`config.mk`:
```
export PLATFORM = sky130hd
export DESIGN_NAME = fu_pipe
export DESIGN_NICKNAME = d
export VERILOG_FILES = /design/src/rtl/fu_pipe.sv
export SDC_FILE = /design/constraint.sdc
export NUM_CORES = 1
export LEC_CHECK = 0
export CAP_MARGIN = 40
export CORE_MARGIN = 8
export CORE_UTILIZATION = 45
export DETAILED_ROUTE_END_ITERATION = 6
export SLEW_MARGIN = 20
export SYNTH_ARGS = -nofsm -noshare
export SYNTH_HDL_FRONTEND = slang
export SYNTH_SLANG_ARGS = --single-unit
export TNS_END_PERCENT = 10
```
`constraint.sdc`:
```
create_clock -name clk -period 4.41 [get_ports clk]
set_clock_uncertainty 0.1 [all_clocks]
set_input_delay 0.441 -clock clk [delete_from_list [all_inputs] [get_ports clk]]
set_output_delay 0.441 -clock clk [all_outputs]
set_load 0.05 [all_outputs]
```
`src/rtl/fu_pipe.sv`:
```
// Two-stage pipelined functional unit with an operand register bank, valid/ready
// handshakes on both sides, optional write-back and a combinational hazard interlock.
module fu_pipe #(
    parameter int WIDTH = 8,
    parameter int NREG  = 4,
    parameter int SEL_W = $clog2(NREG)
) (
    input  logic             clk,
    input  logic             rst_n,
    input  logic             wr_en,
    input  logic [SEL_W-1:0] wr_addr,
    input  logic [WIDTH-1:0] wr_data,
    input  logic             in_valid,
    output logic             in_ready,
    input  logic [7:0]       instruction,
    input  logic [SEL_W-1:0] src_x,
    input  logic [SEL_W-1:0] src_y,
    input  logic             wb_en,
    input  logic [SEL_W-1:0] wb_addr,
    output logic             out_valid,
    input  logic             out_ready,
    output logic [WIDTH-1:0] out_f,
    output logic             out_flag
);

    typedef enum logic [2:0] {
        OP_ADD  = 3'd0,
        OP_XSUB = 3'd1,
        OP_AND  = 3'd2,
        OP_OR   = 3'd3,
        OP_MAX  = 3'd4,
        OP_MIN  = 3'd5,
        OP_ROR  = 3'd6,
        OP_ROL  = 3'd7
    } op_e;

    logic [WIDTH-1:0] bank [NREG];

    logic             s1_valid;
    logic [WIDTH-1:0] s1_x, s1_y;
    op_e              s1_op;
    logic             s1_wb_en;
    logic [SEL_W-1:0] s1_wb_addr;

    logic             out_wb_en;
    logic [SEL_W-1:0] out_wb_addr;

    op_e              enc_op;
    logic             adv2, out_fire, accept, haz;
    logic             haz_s1, haz_out;
    logic [WIDTH-1:0] add_a, add_b, alu_f;
    logic [WIDTH:0]   sum;
    logic             alu_flag, x_lt_y;

    // Highest set bit wins; an all-zero instruction falls through to ADD.
    always_comb begin
        enc_op = OP_ADD;
        for (int unsigned i = 0; i < 8; i++) begin
            if (instruction[i]) enc_op = op_e'(i[2:0]);
        end
    end

    assign adv2     = s1_valid && (!out_valid || out_ready);
    assign out_fire = out_valid && out_ready;
    assign haz_s1   = s1_valid && s1_wb_en && (src_x == s1_wb_addr || src_y == s1_wb_addr);
    assign haz_out  = out_valid && out_wb_en && (src_x == out_wb_addr || src_y == out_wb_addr);
    assign haz      = haz_s1 || haz_out;
    assign in_ready = (!s1_valid || adv2) && !haz;
    assign accept   = in_valid && in_ready;

    // All adding ops share one WIDTH+1-bit adder; its top bit is the carry flag.
    always_comb begin
        add_a = s1_x;
        add_b = s1_y;
        case (s1_op)
            OP_ROL:  add_a = {s1_x[WIDTH-2:0], s1_x[WIDTH-1]};
            OP_ROR:  add_a = {s1_x[0], s1_x[WIDTH-1:1]};
            OP_XSUB: add_b = ~s1_y;
            default: ;
        endcase
        sum    = {1'b0, add_a} + {1'b0, add_b};
        x_lt_y = s1_x < s1_y;
        alu_f    = sum[WIDTH-1:0];
        alu_flag = sum[WIDTH];
        case (s1_op)
            OP_MIN: begin
                alu_f    = x_lt_y ? s1_x : s1_y;
                alu_flag = x_lt_y;
            end
            OP_MAX: begin
                alu_f    = x_lt_y ? s1_y : s1_x;
                alu_flag = x_lt_y;
            end
            OP_OR: begin
                alu_f    = s1_x | s1_y;
                alu_flag = 1'b0;
            end
            OP_AND: begin
                alu_f    = s1_x & s1_y;
                alu_flag = 1'b0;
            end
            default: ;
        endcase
    end

    always_ff @(posedge clk or negedge rst_n) begin
        if (!rst_n) begin
            s1_valid   <= 1'b0;
            s1_x       <= '0;
            s1_y       <= '0;
            s1_op      <= OP_ADD;
            s1_wb_en   <= 1'b0;
            s1_wb_addr <= '0;
        end else if (accept) begin
            s1_valid   <= 1'b1;
            s1_x       <= bank[src_x];
            s1_y       <= bank[src_y];
            s1_op      <= enc_op;
            s1_wb_en   <= wb_en;
            s1_wb_addr <= wb_addr;
        end else if (adv2) begin
            s1_valid <= 1'b0;
        end
    end

    always_ff @(posedge clk or negedge rst_n) begin
        if (!rst_n) begin
            out_valid   <= 1'b0;
            out_f       <= '0;
            out_flag    <= 1'b0;
            out_wb_en   <= 1'b0;
            out_wb_addr <= '0;
        end else if (adv2) begin
            out_valid   <= 1'b1;
            out_f       <= alu_f;
            out_flag    <= alu_flag;
            out_wb_en   <= s1_wb_en;
            out_wb_addr <= s1_wb_addr;
        end else if (out_fire) begin
            out_valid <= 1'b0;
        end
    end

    // Write-back takes priority over an external load to the same entry.
    always_ff @(posedge clk or negedge rst_n) begin
        if (!rst_n) begin
            for (int unsigned i = 0; i < NREG; i++) bank[i] <= '0;
        end else begin
            for (int unsigned i = 0; i < NREG; i++) begin
                if (out_fire && out_wb_en && out_wb_addr == SEL_W'(i))
                    bank[i] <= out_f;
                else if (wr_en && wr_addr == SEL_W'(i))
                    bank[i] <= wr_data;
            end
        end
    end

endmodule

```
==> run summary, run 1 <==
Status - completed
Layout cell share with drive strength beyond 1 - 12.9%
DR pass1 iterations - 4
Synth Area in XOR/XNOR - 3.72%
Vias per Instance - 5.49
Setup slack, reg-to-reg - 1080 ps
Worst slew pin tran - 694 ps
Worst-path clk slew - 70 ps
Fin nets - 575
Placer Congestion - 0.922
Antenna violations before repair - 0
RSZ-0062 raised after global routing - no
CTS sink count - 68
Synth top area cells - dfrtp_1, mux2i_1, ha_1
CTS buffer count - 9
Adder-cell area share of the yosys netlist - 8.12%
Post-CTS sizing - 0
Share of the synthesized area in the top cell type - 36.1%
Final Hold Slack - 22.6 ps
Crit start category - primary input
R2r startpoint - s1_op[2]
Asr flop ratio synth - 100%
Top achievable clock speed - 285 MHz
GRT overflow - 0
R2R Path End - out_f[6]
PD cells - 862 nW/um^2
Crit. End Element - output pin
Leakage - 2.41 nW
TritonCTS clock tree - done
Hold-fix buffers at CTS - 0
Drt wl/cell - 17.3 um
Utilization after layout - 53.0%
First-pass GRT wire length - 19200 um
Top post-synthesis cells by count - dfrtp_1, nand2_1, o21ai_0, mux2i_1, nor2_1
Vias in the first global route - 3721
Worst EP arrival - 2970 ps
Yosys warns - 0
Max-Cap Viols - 0
Cell with the most instances after synthesis - dfrtp_1
H-tree depth - 3
CP peak stage delay - 910 ps
CTS max path bufs - 2
Mean Syn Cell Area - 9.76 sq um
Worst skew pair latency - 340 ps
First DRT Iteration DRCs - 131
FP Rows - 37
EDFF count, synth - 0
Filler cells - 933
Number of synthesized register bits - 68
Hpwl dp - 8650 um
DIE WIDTH - 118 um
Cells after Synth - 483
Min-delay worst type - in -> async
Crit Path Class - in -> out
IO Port Bufs - 39
FF/Latch Area - 1700 sq um
Post-synth cell types - 51
R2R depth - 13
Data required, critical path - 3870 ps
# IOs - 41
CP Max Fanout - 10
Crit-path slowest cell - clkdlybuf4s50_1
Leading area contributor after synthesis - dfrtp_1
Simple-gate share of the synthesized area - 12.8%
Final hold violations - 0
Initial core utilization - 46.1%
Via Count - 3600
Layout Cells excl Fill - 656
Antenna diodes - 0
All-Layer GR Usage - 16.7%
Max-slew violation count - 0
Setup bufs post-CTS - 0
Largest family of logic cells by synthesized area - multiplexers
Footprint of the multi-input gates - 2790 sq um
DR DRC count - 0
Period utilisation layout - 79.6%
Compound-cell area share of the yosys netlist - 13.8%
Core Region - 10200 sq um
Top cell by count, worst path - clkdlybuf4s50_1
Layout Area Growth over Synthesis - 15.1%
Critical-path cell list - clkdlybuf4s50_1, xnor2_1, a22oi_1, o21ai_0, a32oi_2, clkdlybuf4s50_1
Syn Std Cell Area - 4710 sq um
Post-route ant nets - 0
Minimum clock period - 3510 ps
Final setup TNS - 0 ps
Seq/Total Area, Yosys - 36.1%
Synth Net Count - 543
Die Area - 14000 sq um
Mux cell area share after synthesis - 20.7%
CTS root buf - clkbuf_8
Die Y - 118 um
Maximum vdd drop - 0.394 mV
Pin count of the biggest net entering global routing - 41
CP top delay family - buffers and inverters
Slew margin rel. - 53.6%
Setup violators final - 0
# placed instances - 640
Buffers plus inverters on the worst setup path - 2
Final wirelength - 11300 um
Main synth FF type - dfrtp_1
cell usage in the layout, fill, tap and decap left out, types with 3 or more instances in the layout:
| cell type | instances |
|---|---|
| mux4_2 | 16 |
| mux2i_1 | 40 |
| inv_1 | 23 |
| xor2_1 | 7 |
| dfrtp_1 | 68 |
| nor2b_1 | 5 |
| ha_1 | 29 |
| nor3_1 | 9 |
| o21ai_0 | 50 |
| buf_4 | 9 |
| mux2_2 | 17 |
| nand2_1 | 55 |
| nor3b_1 | 3 |
| a21oi_1 | 24 |
| a22o_1 | 4 |
| clkdlybuf4s50_1 | 38 |
| o211ai_1 | 5 |
| nand2b_1 | 4 |
| a221oi_1 | 4 |
| clkbuf_8 | 10 |
| nor2_1 | 34 |
| nand3_1 | 10 |
| xnor2_1 | 13 |
worst max-delay path by stage:
| stage | start | cells after the start | slack [ps] | endpoint |
|---|---|---|---|---|
| after floorplan | s1_op[0] | 14 | 1320 | out_f[6] |
| after global placement | src_x[0] | 6 | 940 | in_ready |
| after detailed placement | src_x[0] | 6 | 870 | in_ready |
| after CTS | src_x[0] | 6 | 850 | in_ready |
| after global routing | s1_op[2] | 13 | 730 | out_f[6] |
| final | src_x[0] | 6 | 900 | in_ready |
report_power, final:
part	total (mW)	switching, mW	internal, mW
Sequential	1.36	0.413	0.942
Combinational	2.75	1.53	1.22
Clock	0.571	0.237	0.334
state kept, by name, indices dropped and copies added, names as in the netlist:
| register | count |
|---|---|
| bank | 32 |
| out_f | 8 |
| out_flag | 1 |
| out_valid | 1 |
| out_wb_addr | 2 |
| out_wb_en | 1 |
| s1_op | 3 |
| s1_valid | 1 |
| s1_wb_addr | 2 |
| s1_wb_en | 1 |
| s1_x | 8 |
| s1_y | 8 |
layer usage:
| layer | up-vias | share of wire [%] | track usage [%] | routed length (um) |
|---|---|---|---|---|
| li1 | 1790 | - | - | - |
| met1 | 1733 | 48 | 22.2 | 5480 |
| met2 | 63 | 47 | 27.1 | 5350 |
| met3 | 14 | 3.3 | 2.38 | 372 |
| met4 | 0 | 1.3 | 6.08 | 144 |
| met5 | - | 0 | 0 | 0 |
logic make-up (layout without fill, tap and decap cells):
kind of cell | after synthesis | in the layout
flops | 68 | 68
compound gates | 107 | 107
mux | 75 | 75
fa+ha+maj | 30 | 30
buf+inv | 50 | 87
xor+xnor | 20 | 20
simple gates | 133 | 133
through the flow:
stage | setup WS (ps) | total power, mW | cell area (sq um)
2_1_floorplan | 1320 | 3.35 | 4710
3_3_place_gp | 944 | 4.01 | 5190
5_1_grt | 735 | 5.09 | 5430
4_1_cts | 847 | 4.71 | 5430
3_5_place_dp | 868 | 4.10 | 5200
6_report | 901 | 4.68 | 5430
cell type report:
class | count | area share (%)
clock buffer | 10 | 2.54
timing repair buffer | 48 | 8.35
inverter | 23 | 1.59
multi-input combinational | 365 | 51.4
tap | 136 | 3.14
clock inverter | 6 | 1.61
sequential | 68 | 31.4
worst reg2reg max path, delay by kind of cell, from the launching register on:
kind            cells  cell delay, ps
fa+ha+maj           2             610
compound gates      5             990
flops               1             560
buf+inv             1              60
simple gates        4             810
xor+xnor            1             150
Power figures use the tool's default switching activity.
==> run 2: changes to the inputs <==
--- a/config.mk
+++ b/config.mk
@@ -9,6 +9,7 @@
 export CORE_MARGIN = 8
 export CORE_UTILIZATION = 45
 export DETAILED_ROUTE_END_ITERATION = 6
+export PLACE_DENSITY = 0.67
 export SLEW_MARGIN = 20
 export SYNTH_ARGS = -nofsm -noshare
 export SYNTH_HDL_FRONTEND = slang
==> constraint.sdc (replaced) <==
create_clock -name clk -period 3.22 [get_ports clk]
set_clock_uncertainty 0.1 [all_clocks]
set_input_delay 0.322 -clock clk [delete_from_list [all_inputs] [get_ports clk]]
set_output_delay 0.322 -clock clk [all_outputs]
set_load 0.05 [all_outputs]
==> run summary, run 2 (same netlist as run 1, synthesis figures left out) <==
DR pass1 iterations - 4 (unchanged)
Int Power - 3.47 mW (+39%)
FP Rows - 37 (unchanged)
Top reg by flops - bank
Antenna violations before repair - 0 (unchanged)
Die Area - 14000 sq um (unchanged)
Hpwl dp - 8590 um (-0.71%)
Switching pwr - 3.01 mW (+38%)
All-Layer GR Usage - 16.8% (+0.063 points)
FF/Latch Area - 1700 sq um (unchanged)
Footprint of the multi-input gates - 2790 sq um (unchanged)
H-tree depth - 3 (unchanged)
CTS sink count - 68 (unchanged)
Drt wl/cell - 16.9 um (-2.5%)
First DRT Iteration DRCs - 156 (+19%)
Final setup TNS - 0 ps (unchanged)
Period utilisation layout - 91.6%
Sequential share of power - 28.2% (-0.8 points)
CTS buffer count - 9 (unchanged)
Setup violators final - 0 (unchanged)
IO Port Bufs - 39 (unchanged)
Layout cell share with drive strength beyond 1 - 15.2% (+2.3 points)
Most frequent cells in the layout - dfrtp_1, nand2_1, o21ai_0
Max reg flops - 32 (unchanged)
Antenna diodes - 0 (unchanged)
First-pass GRT wire length - 19100 um (-0.47%)
Setup bufs post-CTS - 0 (unchanged)
Logic pwr share - 60.0% (+1.2 points)
Status - completed
Crit. End Element - flop
PD cells - 1170 nW/um^2 (+36%)
Via Count - 3700 (+2.8%)
RSZ-0062 raised after global routing - no
Placer Congestion - 0.900 (-2.4%)
Slew margin rel. - 55.7% (+2.1 points)
CTS max path bufs - 2 (unchanged)
CP Max Fanout - 7 (-3)
Most common cell after layout, fill and taps aside - dfrtp_1
Worst EP arrival - 3150 ps (+180 ps)
DR DRC count - 0 (unchanged)
Leakage - 2.48 nW (+2.9%)
Crit start category - flop
Pin count of the biggest net entering global routing - 36 (-12%)
Vias in the first global route - 3722 (+0.027%)
Filler cells - 920 (-1.4%)
Post-place setup slack - 292 ps (-576 ps)
Placed cell areas - 5300 sq um (+1.9%)
Die Y - 118 um (unchanged)
Layout Area Growth over Synthesis - 17.7%
Final hold violations - 0 (unchanged)
Data required, critical path - 3410 ps (-460 ps)
Max-Cap Viols - 0 (unchanged)
Top achievable clock speed - 339 MHz
Vias per Instance - 5.52 (+0.63%)
Final wirelength - 11300 um (-0.38%)
Worst-path clk slew - 80 ps (about the same)
Max-slew violation count - 0 (unchanged)
GRT overflow - 0 (unchanged)
Clock power share - 11.9% (-0.3 points)
Initial core utilization - 46.1% (unchanged)
Design area - 5550 sq um (+2.2%)
TritonCTS clock tree - done
Core Region - 10200 sq um (unchanged)
# IOs - 41 (unchanged)
Fin nets - 589 (+2.4%)
CTS root buf - clkbuf_8
Maximum vdd drop - 0.620 mV (+57%)
Crit Path Class - reg -> reg
DIE WIDTH - 118 um (unchanged)
Worst skew pair latency - 350 ps (about the same)
Utilization after layout - 54.2% (+1.2 points)
Minimum clock period - 2950 ps
Worst setup margin - 269 ps (-632 ps)
Switching portion of total power - 46.5% (-0.22 points)
Min-delay worst type - in -> async
Post-route ant nets - 0 (unchanged)
Worst slew pin tran - 663 ps (-31.4 ps)
Final Hold Slack - 206 ps (+183 ps)
run 2: cell types whose count changed in the layout (fill, tap and decap cells not counted):
cell             delta
clkdlybuf4s50_1     -1
clkinv_2            +1
clkinvlp_4          +1
clkinv_4            -1
buf_12              +2
clkbuf_8            -1
dlygate4sd3_1       +1
buf_4              +12
run 2: layer usage:
layer	vias up	GRT usage (%)	wire (um)
li1	1804	-	-
met1	1805	21.5	5230
met2	79	28.2	5470
met3	12	3.24	478
met4	0	4.80	131
met5	-	0	0
run 2: per-stage QoR:
stage	power (mW)	instances
global placement	5.56	652
detailed placement	5.68	652
finish	6.48	670
floorplan	4.59	483
CTS	6.49	669
global route	7.04	670
run 2: what timing repair did:
action / 4_1_cts / 5_1_grt
hold buffers: 1 / 0
endpoints found under the hold margin: 33 / 0
gates resized for setup: 0 / 0
run 2: worst paths after layout:
check,from,to,slack [ps],depth (start not counted)
setup reg to reg,s1_op[1],out_f[6],270,13
max in group asynchronous,rst_n,s1_x[3],2120,4
hold reg to reg,out_flag,out_flag,380,2
setup / recovery,s1_op[1],out_f[6],270,13
hold / removal,rst_n,bank[10],210,2
min in group clk,out_flag,out_flag,380,2
run 2: area by class of cell:
type	count	area share, %
clock buffer	9	2.23
clock inverter	7	1.65
multi-input combinational	365	50.3
tap	136	3.07
sequential	68	30.7
inverter	23	1.56
timing repair buffer	62	10.5
run 2: power by group through the flow:
stage / Combinational, mW / Clock [mW] / Sequential, mW
after floorplan: 2.76 / 0 / 1.83
after global placement: 3.77 / 0 / 1.79
after detailed placement: 3.85 / 0 / 1.83
after CTS: 3.89 / 0.789 / 1.81
after global routing: 4.31 / 0.819 / 1.90
final: 3.89 / 0.769 / 1.83
run 2: critical path: stages, from the launching register on:
cell and delay (ps):
dfrtp_1 470, and2_1 290, nor2_1 60, a21oi_1 130
ha_1 180, inv_1 60, fa_1 390, nand2b_1 160
a21oi_1 230, o21a_1 170, nor2_1 60, xor2_1 160
a221oi_1 260, a22o_1 170
